[src/rtl/pezaris_pkg.sv]
// Shared types and constants for the Pezaris sequential multiplier.
package pezaris_pkg;

   // Widest operand the correction-constant helper can describe.
   localparam int unsigned MAX_WIDTH = 64;
   localparam int unsigned CORR_W    = 2 * MAX_WIDTH;

   // Controller states.
   typedef enum logic [1:0] {
      IDLE    = 2'd0,
      ACCUM   = 2'd1,
      RESOLVE = 2'd2,
      DONE    = 2'd3
   } state_e;

   // Per-bit cell type of the carry-save row: TYPE1 negates the partial-product input.
   typedef enum logic {
      CELL_TYPE0 = 1'b0,
      CELL_TYPE1 = 1'b1
   } cell_type_e;

   // Constant that restores the true value after negative-weight bits were inverted.
   // The inverted positions cover weights 2^(N-1)..2^(2N-3) twice, so the fix-up is
   // -(2^(2N-1) - 2^N) mod 2^(2N) = 2^(2N-1) + 2^N.
   function automatic logic [CORR_W-1:0] corr_const(input int unsigned width);
      return (CORR_W'(1) << (2 * width - 1)) | (CORR_W'(1) << width);
   endfunction

endpackage

[src/rtl/pezaris_csa_row.sv]
// One row of full adders folding a partial-product row into a carry-save pair.
module pezaris_csa_row
   import pezaris_pkg::*;
#(
   parameter int unsigned W = 16
) (
   input  logic [W-1:0] sum_i,
   input  logic [W-1:0] carry_i,
   input  logic [W-1:0] pp_i,
   input  logic [W-1:0] cell_type_i,
   output logic [W-1:0] sum_c_o,
   output logic [W-1:0] carry_c_o
);

   logic [W-1:0] z;
   logic [W-1:0] maj;

   // Third adder input: TYPE1 cells see the complemented partial-product bit.
   always_comb begin
      z = '0;
      for (int i = 0; i < W; i++) begin
         z[i] = (cell_type_e'(cell_type_i[i]) == CELL_TYPE1) ? ~pp_i[i] : pp_i[i];
      end
   end

   // Full-adder sum and majority; carries move up one weight, the top one is dropped.
   assign sum_c_o   = sum_i ^ carry_i ^ z;
   assign maj       = (sum_i & carry_i) | (sum_i & z) | (carry_i & z);
   assign carry_c_o = maj << 1;

endmodule

[src/rtl/pezaris_seq_multiplier.sv]
// Sequential Pezaris multiplier: one carry-save row per clock, then one carry-propagate add.
module pezaris_seq_multiplier
   import pezaris_pkg::*;
#(
   parameter int unsigned WIDTH = 8
) (
   input  logic                 clk,
   input  logic                 rst_n,
   input  logic                 in_valid,
   output logic                 in_ready,
   input  logic [WIDTH-1:0]     a,
   input  logic [WIDTH-1:0]     b,
   input  logic                 tc,
   output logic                 out_valid,
   input  logic                 out_ready,
   output logic [2*WIDTH-1:0]   product,
   output logic                 busy
);

   localparam int unsigned PW    = 2 * WIDTH;
   localparam int unsigned CNT_W = $clog2(WIDTH + 1);

   localparam logic [PW-1:0]    CORR     = PW'(corr_const(WIDTH));
   localparam logic [WIDTH-1:0] MSB_MASK = WIDTH'(1) << (WIDTH - 1);
   localparam logic [CNT_W-1:0] LAST_ROW = CNT_W'(WIDTH - 1);

   state_e             state_q;
   logic [WIDTH-1:0]   a_q;
   logic [WIDTH-1:0]   b_q;
   logic               tc_q;
   logic [CNT_W-1:0]   cnt_q;
   logic [PW-1:0]      sum_q;
   logic [PW-1:0]      carry_q;
   logic [PW-1:0]      product_q;
   logic               in_ready_q;
   logic               out_valid_q;
   logic               busy_q;

   logic [WIDTH-1:0]   b_sh;
   logic               last_row;
   logic [WIDTH-1:0]   neg_cols;
   logic [PW-1:0]      pp_row;
   logic [PW-1:0]      cell_type;
   logic [PW-1:0]      sum_d;
   logic [PW-1:0]      carry_d;

   // Current partial-product row and its negative-weight mask, both aligned to weight 2^k.
   always_comb begin
      b_sh      = b_q >> cnt_q;
      last_row  = (cnt_q == LAST_ROW);
      neg_cols  = '0;
      if (tc_q) begin
         neg_cols = last_row ? ~MSB_MASK : MSB_MASK;
      end
      pp_row    = PW'(a_q & {WIDTH{b_sh[0]}}) << cnt_q;
      cell_type = PW'(neg_cols) << cnt_q;
   end

   pezaris_csa_row #(
      .W (PW)
   ) u_csa_row (
      .sum_i       (sum_q),
      .carry_i     (carry_q),
      .pp_i        (pp_row),
      .cell_type_i (cell_type),
      .sum_c_o     (sum_d),
      .carry_c_o   (carry_d)
   );

   // Controller, row counter, carry-save accumulators and final adder.
   always_ff @(posedge clk or negedge rst_n) begin
      if (!rst_n) begin
         state_q     <= IDLE;
         a_q         <= '0;
         b_q         <= '0;
         tc_q        <= 1'b0;
         cnt_q       <= '0;
         sum_q       <= '0;
         carry_q     <= '0;
         product_q   <= '0;
         in_ready_q  <= 1'b1;
         out_valid_q <= 1'b0;
         busy_q      <= 1'b0;
      end else begin
         case (state_q)
            IDLE: begin
               if (in_valid && in_ready_q) begin
                  a_q        <= a;
                  b_q        <= b;
                  tc_q       <= tc;
                  cnt_q      <= '0;
                  sum_q      <= '0;
                  carry_q    <= '0;
                  in_ready_q <= 1'b0;
                  busy_q     <= 1'b1;
                  state_q    <= ACCUM;
               end
            end
            ACCUM: begin
               sum_q   <= sum_d;
               carry_q <= carry_d;
               cnt_q   <= cnt_q + CNT_W'(1);
               if (last_row) begin
                  state_q <= RESOLVE;
               end
            end
            RESOLVE: begin
               product_q   <= sum_q + carry_q + (tc_q ? CORR : '0);
               out_valid_q <= 1'b1;
               state_q     <= DONE;
            end
            DONE: begin
               if (out_ready) begin
                  out_valid_q <= 1'b0;
                  in_ready_q  <= 1'b1;
                  busy_q      <= 1'b0;
                  state_q     <= IDLE;
               end
            end
            default: begin
               state_q     <= IDLE;
               in_ready_q  <= 1'b1;
               out_valid_q <= 1'b0;
               busy_q      <= 1'b0;
            end
         endcase
      end
   end

   assign in_ready  = in_ready_q;
   assign out_valid = out_valid_q;
   assign product   = product_q;
   assign busy      = busy_q;

endmodule

[config.mk]
export PLATFORM = sky130hd
export DESIGN_NAME = pezaris_seq_multiplier
export DESIGN_NICKNAME = d
export VERILOG_FILES = /design/src/rtl/pezaris_pkg.sv /design/src/rtl/pezaris_csa_row.sv /design/src/rtl/pezaris_seq_multiplier.sv
export SDC_FILE = /design/constraint.sdc
export NUM_CORES = 1
export LEC_CHECK = 0
export CORE_ASPECT_RATIO = 1.2
export CORE_UTILIZATION = 45
export CTS_CLUSTER_DIAMETER = 120
export DETAILED_ROUTE_END_ITERATION = 8
export HOLD_SLACK_MARGIN = 0.15
export PLACE_DENSITY = 0.79
export SYNTH_ARGS = -nofsm -noshare
export SYNTH_HDL_FRONTEND = slang
export SYNTH_SLANG_ARGS = --single-unit
[constraint.sdc]
create_clock -name clk -period 2.6 [get_ports clk]
set_clock_uncertainty 0.05 [all_clocks]
set_input_delay 0.52 -clock clk [delete_from_list [all_inputs] [get_ports clk]]
set_output_delay 0.52 -clock clk [all_outputs]
set_load 0.03 [all_outputs]
==> impl_summary.txt, run 1 <==
----------------------------------------------------
[Global routing]
  Largest net degree at the start of global routing ... 32
  Overall routing resource usage ... ~22%
  Grt ovf ... 0
  Via count of the first global-routing pass ... 3785
  Wire length of the first global-routing pass ... between 15 and 20 mm
  Initial antenna violation count ... 0

[Synth]
  Number of synthesized flops with an enable pin ... 0
  Synth Warn # ... 0
  Count of cell types in the netlist ... 50
  Post-Syn Instances ... 484
  Post-synth top flop ... sky130_fd_sc_hd__dfrtp_1
  Post-Syn Area per Cell ... 9.787 um^2
  Flops & latches, synth ... 73
  Synth Cell Area ... 0.004737 mm^2
  Synth async-reset ratio ... 100.0%
  Net count of the mapped netlist ... 554
  Portion of the post-synthesis area used by sequential elements ... 38.59%

[Power]
  Pwr/cell area ... 422.5 mW/mm^2
  Worst supply voltage drop on vdd ... between 0.3 and 0.4 mV
  Leak ... 2.469 nW

[Worst setup path]
  Worst-path cell chain ... mux4_2 -> nand2_1 -> nand2_2 -> a221o_1 -> a32oi_2 -> fa_1 -> o21ai_0
  Worst path max stage delay ... 550 ps
  Category of the worst setup path launch point ... register
  Kind of cell adding the most delay to the critical path ... compound AO/OA/AOI/OAI gates
  Crit-path max FO ... 7
  Master of the slowest instance on the critical path ... sky130_fd_sc_hd__mux4_2
  Launching instance or port of the critical path ... cnt_q[0]
  Reg2Reg Launch Point ... cnt_q[0]
  Req. time, crit path ... 2810 ps
  Critical Path End Type ... register
  CP bufs+invs ... 0
  Worst Path Arrival ... about 2700 ps
  Crit Path Class ... register to register

[Place]
  Routability congestion estimate ... 0.8751
  Post-place setup slack ... -54.01 ps
  Post-placement cell count ... between 600 and 700
  Placed cell areas ... 0.005408 mm^2
  I/O Buffers ... 39
  HPWL Detailed ... roughly 8 mm

[Drt]
  Final wirelength ... 10.57 mm
  Starting DRC count in detailed routing ... roughly 200
  Avg Vias per Cell ... 5.487
  Post-DRT Antenna Nets ... 0
  First-pass iteration count of the detailed router ... 4
  Count of vias placed by the detailed router ... 3682
  Routed length per instance ... about 16 um
  Remaining routing DRC violations ... 0

[Clocking]
  Clock tree buffer depth ... 2
  # H-tree levels ... 3
  Number of clock sinks ... 73
  Clock latency at the later pin of the worst-skew pair ... 340 ps
  TritonCTS clock tree ... done
  Total of hold buffers inserted after clock tree synthesis ... 0
  Root Buffer Master ... sky130_fd_sc_hd__clkbuf_16
  Number of buffers inserted during clock tree synthesis ... 9
  Clk pin slew, worst setup/hold paths ... 60 ps

[Status]
  Status ... completed

[Timing]
  Fmax ... 398.5 MHz
  Final worst-path cycle share ... 96.52%
  Setup slack of the critical path after layout ... between 90 and 100 ps
  Setup-failing EPs final ... 0
  Headroom to the max-slew limit ... 53.77%
  Setup repair after global routing missed its margin ... yes
  Final number of max-transition violations ... 0
  Transition time at the pin with the least slew margin ... slightly below 700 ps
  Time the worst path needs with I/O delays and setup ... 2510 ps
  Final hold violation count ... 0

[Floorplanning]
  Total number of placement rows ... 40
  Floorplan die height ... 114.4 um
  Initial Util ... 46.86%
  Placeable core region ... 0.01011 mm^2
  Number of I/O pins ... 40
  Die Wd ... 95.66 um
  DIE AREA ... 0.01094 mm^2

[Flow run]
  Count of maximum capacitance violations ... 0

[Final layout]
  Number of diodes added for antenna fixing ... 0
  Post-layout utilization of the core ... 57.51%
  Layout cells sized above 1 ... 15.96%
  Synthesis-to-finish area growth ... 22.74%
  Number of standard cells in the layout, taps in and fillers out ... approximately 670
  Fill cell count ... ~900
  # nets final ... 610
  Area of all placed cells without fillers ... 0.005814 mm^2

[Min path]
  Worst min-delay path class ... input port to async pin

----------------------------------------------------
-- cells by family after synthesis --
| kind of cell | Yosys count | synth area share, % |
|---|---|---|
| muxes | 41 | 10.33 |
| adders and majority gates | 49 | 15.48 |
| and+or+nand+nor | 127 | 12.02 |
| AOI/OAI and AO/OA | 114 | 14.87 |
| buffers and inverters | 59 | 4.834 |
| DFF | 73 | 38.59 |
| xor gates and xnor gates | 21 | 3.883 |
-- power breakdown --
group           total, W  leakage, nW  switching, W  internal [W]
clock            0.00126        0.145      0.000494      0.000770
combinational  0.0000568         1.31     0.0000272     0.0000296
sequential       0.00114         1.01             0       0.00114
total            0.00246         2.47      0.000521       0.00194
-- state kept, by name (all words and copies together) (netlist names), 2 cells and up --
| signal | count |
|---|---|
| cnt_q | 4 |
| carry_q | 15 |
| a_q | 8 |
| sum_q | 16 |
| b_q | 8 |
| state_q | 2 |
| product | 16 |
-- cell usage after synthesis, drive strengths merged (5+ instances only) --
| cell | instances | share of area [%] |
|---|---|---|
| a21oi | 16 | 1.8 |
| a22o | 5 | 0.92 |
| a31oi | 5 | 0.66 |
| and3 | 5 | 0.66 |
| buf | 6 | 0.63 |
| clkbuf | 15 | 1.2 |
| dfrtp | 72 | 38 |
| fa | 16 | 6.8 |
| ha | 33 | 8.7 |
| inv | 38 | 3.0 |
| mux2 | 33 | 7.8 |
| mux2i | 5 | 1.1 |
| nand2 | 70 | 5.6 |
| nand3 | 8 | 0.85 |
| nor2 | 18 | 1.4 |
| nor2b | 5 | 0.66 |
| nor3 | 6 | 0.63 |
| o21a | 6 | 0.95 |
| o21ai | 56 | 5.9 |
| xnor2 | 14 | 2.6 |
| xor2 | 7 | 1.3 |
-- layout by cell type (no fill, tap or decap), types with 6 or more instances in the layout --
cell type / Yosys / layout
sky130_fd_sc_hd__buf_4: 0 / 24
sky130_fd_sc_hd__mux2_2: 25 / 25
sky130_fd_sc_hd__o21ai_0: 34 / 33
sky130_fd_sc_hd__a21oi_1: 15 / 14
sky130_fd_sc_hd__clkdlybuf4s50_1: 0 / 38
sky130_fd_sc_hd__dfrtp_1: 72 / 71
sky130_fd_sc_hd__nand2_1: 69 / 68
sky130_fd_sc_hd__fa_1: 16 / 15
sky130_fd_sc_hd__mux2_1: 8 / 8
sky130_fd_sc_hd__xor2_1: 7 / 7
sky130_fd_sc_hd__xnor2_1: 14 / 14
sky130_fd_sc_hd__nand3_1: 8 / 7
sky130_fd_sc_hd__o21ai_1: 22 / 21
sky130_fd_sc_hd__o21a_1: 6 / 6
sky130_fd_sc_hd__ha_1: 33 / 31
sky130_fd_sc_hd__nor3_1: 6 / 6
sky130_fd_sc_hd__nor2_1: 18 / 18
sky130_fd_sc_hd__clkbuf_16: 0 / 9
sky130_fd_sc_hd__inv_1: 38 / 38
-- layout make-up --
class                      count  area, um^2  share of cell area [%]
clock buffer                  10       239.0                   4.110
clock inverter                 6       67.56                   1.162
inverter                      38       142.6                   2.453
multi-input combinational    352        2753                   47.34
sequential                    73        1829                   31.46
tap                          126       157.7                   2.711
timing repair buffer          66       625.6                   10.76
-- repair_timing --
item,4_1_cts,5_1_grt
buffers inserted,1,3
endpoints found under the hold margin,0,0
endpoints found under the setup margin,2,9
gates resized for setup,3,10
pin swaps,0,4
-- stage by stage --
| step | total power, W | hold slack [ps] | TNS [ps] |
|---|---|---|---|
| finish | 0.002457 | 174.2 | 0 |
| global route | 0.002538 | 221.9 | -11.61 |
| CTS | 0.002487 | 194.9 | 0 |
| detailed placement | 0.001216 | 419.3 | -58.67 |
| global placement | 0.001214 | 412.8 | 0 |
| floorplan | 0.001158 | 174.4 | 0 |
-- routing by layer --
layer  track usage, %  part of all wire, %
met1            27.01                   43
met2            36.19                   49
met3            4.050                  3.6
met4            10.95                  4.1
met5                0                    0
-- path summary, 6_finish.rpt --
kind	endpoint	slack (ps)	depth (start not counted)
setup / recovery	sum_q[9]	90	7
hold / removal	a_q[4]	170	1
setup reg to reg	sum_q[9]	90	7
hold reg to reg	product[6]	430	1
max in group asynchronous	sum_q[3]	1670	2
min in group clk	product[6]	430	1
No activity file was read; power rests on OpenSTA's default activity.
==> run 2, diff against run 1 <==
- ABC_AREA: not set -> 1
- CORE_ASPECT_RATIO: 1.2 -> 1.1
- PLACE_DENSITY: 0.79 -> 0.77
- clock period: 2.6 -> 2.65 ns (I/O delays scaled with it)
==> impl_summary.txt, run 2 <==
----------------------------------------------------
[Final layout]
  Fill cell count ... between 900 and 1000
  # nets final ... 677
  Leading cell type in the layout, fill and taps excluded ... sky130_fd_sc_hd__nand2_1
  Total area of sequential cells ... 0.001828 mm^2
  Number of diodes added for antenna fixing ... 0
  Highest-count cells in the layout ignoring fill and taps ... sky130_fd_sc_hd__nand2_1, sky130_fd_sc_hd__inv_1, sky130_fd_sc_hd__dfrtp_1
  Layout cells sized above 1 ... under 10%
  Post-layout utilization of the core ... 55.40%
  Area of all placed cells without fillers ... 0.005558 mm^2
  Synthesis-to-finish area growth ... 17.73%
  Multi-input logic area ... 0.002505 mm^2

[Synth]
  Post-Syn Instances ... 562
  Portion of the post-synthesis area used by sequential elements ... roughly two fifths
  Portion of netlist area occupied by mux cells ... 2.147%
  Synth Area in Simple Gates ... 21.23%
  Synth async-reset ratio ... 100.0%
  Synth Cell Area ... 0.004721 mm^2
  Post-Syn Area per Cell ... 8.400 um^2
  Largest area contributor in the netlist ... sky130_fd_sc_hd__dfrtp_1
  Flops & latches, synth ... 73
  Post-synth top flop ... sky130_fd_sc_hd__dfrtp_1
  Fraction of post-synthesis cell area in the top cell type by area ... 38.17%
  Synth Area in Compound Gates ... ~12%
  Commonest cells in the netlist ... sky130_fd_sc_hd__nand2_1, sky130_fd_sc_hd__dfrtp_1, sky130_fd_sc_hd__inv_1
  Count of cell types in the netlist ... 42
  Main combinational cell family by area after synthesis ... simple AND/OR/NAND/NOR gates
  Synth top area cells ... sky130_fd_sc_hd__dfrtp_1, sky130_fd_sc_hd__nand2_1, sky130_fd_sc_hd__ha_1
  Synth Warn # ... 0
  Xor/xnor cell area share of the yosys netlist ... roughly 2.4%
  Leading cell type by number of instances after synthesis ... sky130_fd_sc_hd__nand2_1
  Number of synthesized flops with an enable pin ... 0
  Synth Area in Adders ... between 10% and 20%
  Net count of the mapped netlist ... 632

[Min path]
  Worst Hold Path EP ... product[0]
  Worst min-delay path class ... register to register
  Source of the worst hold timing path ... product[0]
  Hold path depth ... 2

[Timing]
  Post-route setup TNS ... 0 ps
  Headroom to the max-slew limit ... 57.54%
  Fmax ... 406.6 MHz
  Time the worst path needs with I/O delays and setup ... 2460 ps
  Final worst-path cycle share ... 92.82%
  Final number of max-transition violations ... 0
  Setup-failing EPs final ... 0
  Worst hold slack ... 427.0 ps
  Transition time at the pin with the least slew margin ... 637.0 ps
  Setup repair after global routing missed its margin ... no
  Final hold violation count ... 0

[Place]
  I/O Buffers ... 39
  Routability congestion estimate ... between 0.9 and 1
  HPWL Detailed ... ~7.7 mm
  Placed cell areas ... ~0.0053 mm^2

[Clocking]
  Number of clock sinks ... 73
  TritonCTS clock tree ... done
  Clk pin slew, worst setup/hold paths ... 80 ps
  Clock latency at the later pin of the worst-skew pair ... roughly 360 ps
  # H-tree levels ... 3
  Root Buffer Master ... sky130_fd_sc_hd__clkbuf_8
  Number of buffers inserted during clock tree synthesis ... 9
  Setup fix buffers added after clock tree synthesis ... 0
  Clock tree buffer depth ... 2

[Worst setup path]
  Reg2reg end ... sum_q[9]
  Req. time, crit path ... 2820 ps
  Worst-path cell chain ... ha_1 -> nand3_1 -> o21ai_0 -> nand2_1 -> a21oi_1 -> inv_1 -> nand2_1 -> nand2_1 -> fa_1 -> o22ai_1
  Worst Path Arrival ... 2630 ps
  Critical Path End Type ... register
  Crit-path max FO ... 9
  Reg2Reg Launch Point ... cnt_q[0]
  Logic depth of the worst register-to-register path ... 10
  Crit Path Class ... register to register
  Launching instance or port of the critical path ... cnt_q[0]
  Worst path most repeated cell ... sky130_fd_sc_hd__nand2_1
  Flop2flop setup slack ... 190 ps
  Worst path max stage delay ... 510 ps
  Category of the worst setup path launch point ... register
  Master of the slowest instance on the critical path ... sky130_fd_sc_hd__dfrtp_1

[Power]
  Worst supply voltage drop on vdd ... 0.6310 mV
  Leak ... 2.629 nW
  Pwr/cell area ... 1284 mW/mm^2
  Total power of the final layout ... roughly 0.0071 W

[Global routing]
  Grt ovf ... 0
  Initial antenna violation count ... 0
  Overall routing resource usage ... 20.49%
  Largest net degree at the start of global routing ... 48
  Via count of the first global-routing pass ... 3793
  Wire length of the first global-routing pass ... 17.34 mm

[Flow run]
  Count of maximum capacitance violations ... 0

[Drt]
  Remaining routing DRC violations ... 0
  Avg Vias per Cell ... between 5 and 6
  Starting DRC count in detailed routing ... around 120
  First-pass iteration count of the detailed router ... 4
  Count of vias placed by the detailed router ... 3876
  Post-DRT Antenna Nets ... 0
  Final wirelength ... approximately 10 mm
  Routed length per instance ... 13.44 um

[Floorplanning]
  Number of I/O pins ... 40
  Total number of placement rows ... 38
  Floorplan die height ... 109.4 um
  Placeable core region ... ~0.010 mm^2
  Die Wd ... 99.66 um
  Initial Util ... 47.06%
  DIE AREA ... roughly 0.011 mm^2

[Status]
  Status ... completed

----------------------------------------------------
run 2: changes by cell type in the layout (fill, tap and decap cells not counted), sizes merged, moves of 15 or more:
cell / delta
nand2: +47
o21ai: -31
inv: +37
nand3: +56
nor2: +15
buf: -15
o22ai: +28
mux2: -24
a21oi: +15
run 2: cell type report:
| cell class | count | area share [%] |
|---|---|---|
| Multi-Input combinational cell | 395 | 45.07 |
| Inverter | 76 | 5.133 |
| Sequential cell | 73 | 32.89 |
| Tap cell | 140 | 3.152 |
| Timing Repair Buffer | 52 | 8.960 |
| Clock inverter | 7 | 2.566 |
| Clock buffer | 9 | 2.229 |
run 2: per-stage QoR:
| step | instances | worst slack [ps] |
|---|---|---|
| final | 752 | 190.3 |
| after global routing | 752 | 8.345 |
| after detailed placement | 735 | 227.1 |
| after floorplan | 562 | 448.3 |
| after global placement | 735 | 260.8 |
| after CTS | 752 | 219.8 |
run 2: where the power goes:
group,switching (W),internal (W)
Clock,0.000447,0.000722
Sequential,0.000309,0.00156
Combinational,0.00255,0.00155
run 2: timing repair:
item / 4_1_cts / 5_1_grt
hold endpoints to repair: 20 / 0
gates resized for setup: 0 / 1
endpoints found under the setup margin: 0 / 1
hold buffers: 1 / 0
run 2: worst max-delay path by stage:
stage	to	slack, ps	cells past startpoint
6_report	sum_q[9]	190	10
5_1_grt	sum_q[5]	8	13
4_1_cts	sum_q[5]	220	10
3_5_place_dp	sum_q[5]	230	10
3_3_place_gp	sum_q[5]	260	10
2_1_floorplan	sum_q[5]	450	14
run 2: worst max-delay path: cells and delay by family, from the launching register on:
| family | cells | cell delay, ps |
|---|---|---|
| fa+ha+maj | 2 | 730 |
| compound gates | 3 | 550 |
| flops | 1 | 510 |
| simple gates | 4 | 430 |
| buf+inv | 1 | 60 |
run 2: cells by family after synthesis:
| family | count (synthesis) |
|---|---|
| fa+ha+maj | 49 |
| simple gates | 228 |
| xor+xnor | 13 |
| flops | 73 |
| compound gates | 96 |
| mux | 9 |
| buf+inv | 94 |
run 2: per-layer routing:
layer | up-vias | routed length (um) | global-route usage (%)
met1 | 1806 | 4525 | 25.09
met5 | - | 0 | 0
met4 | 0 | 240 | 10.08
li1 | 1945 | - | -
met3 | 18 | 334 | 3.051
met2 | 107 | 5006 | 35.52
==> run 3, diff against run 2 <==
- CTS_CLUSTER_SIZE: not set -> 16
==> results of run 3 <==
No change in the layout: final DEF, timing and power equal those of run 2.
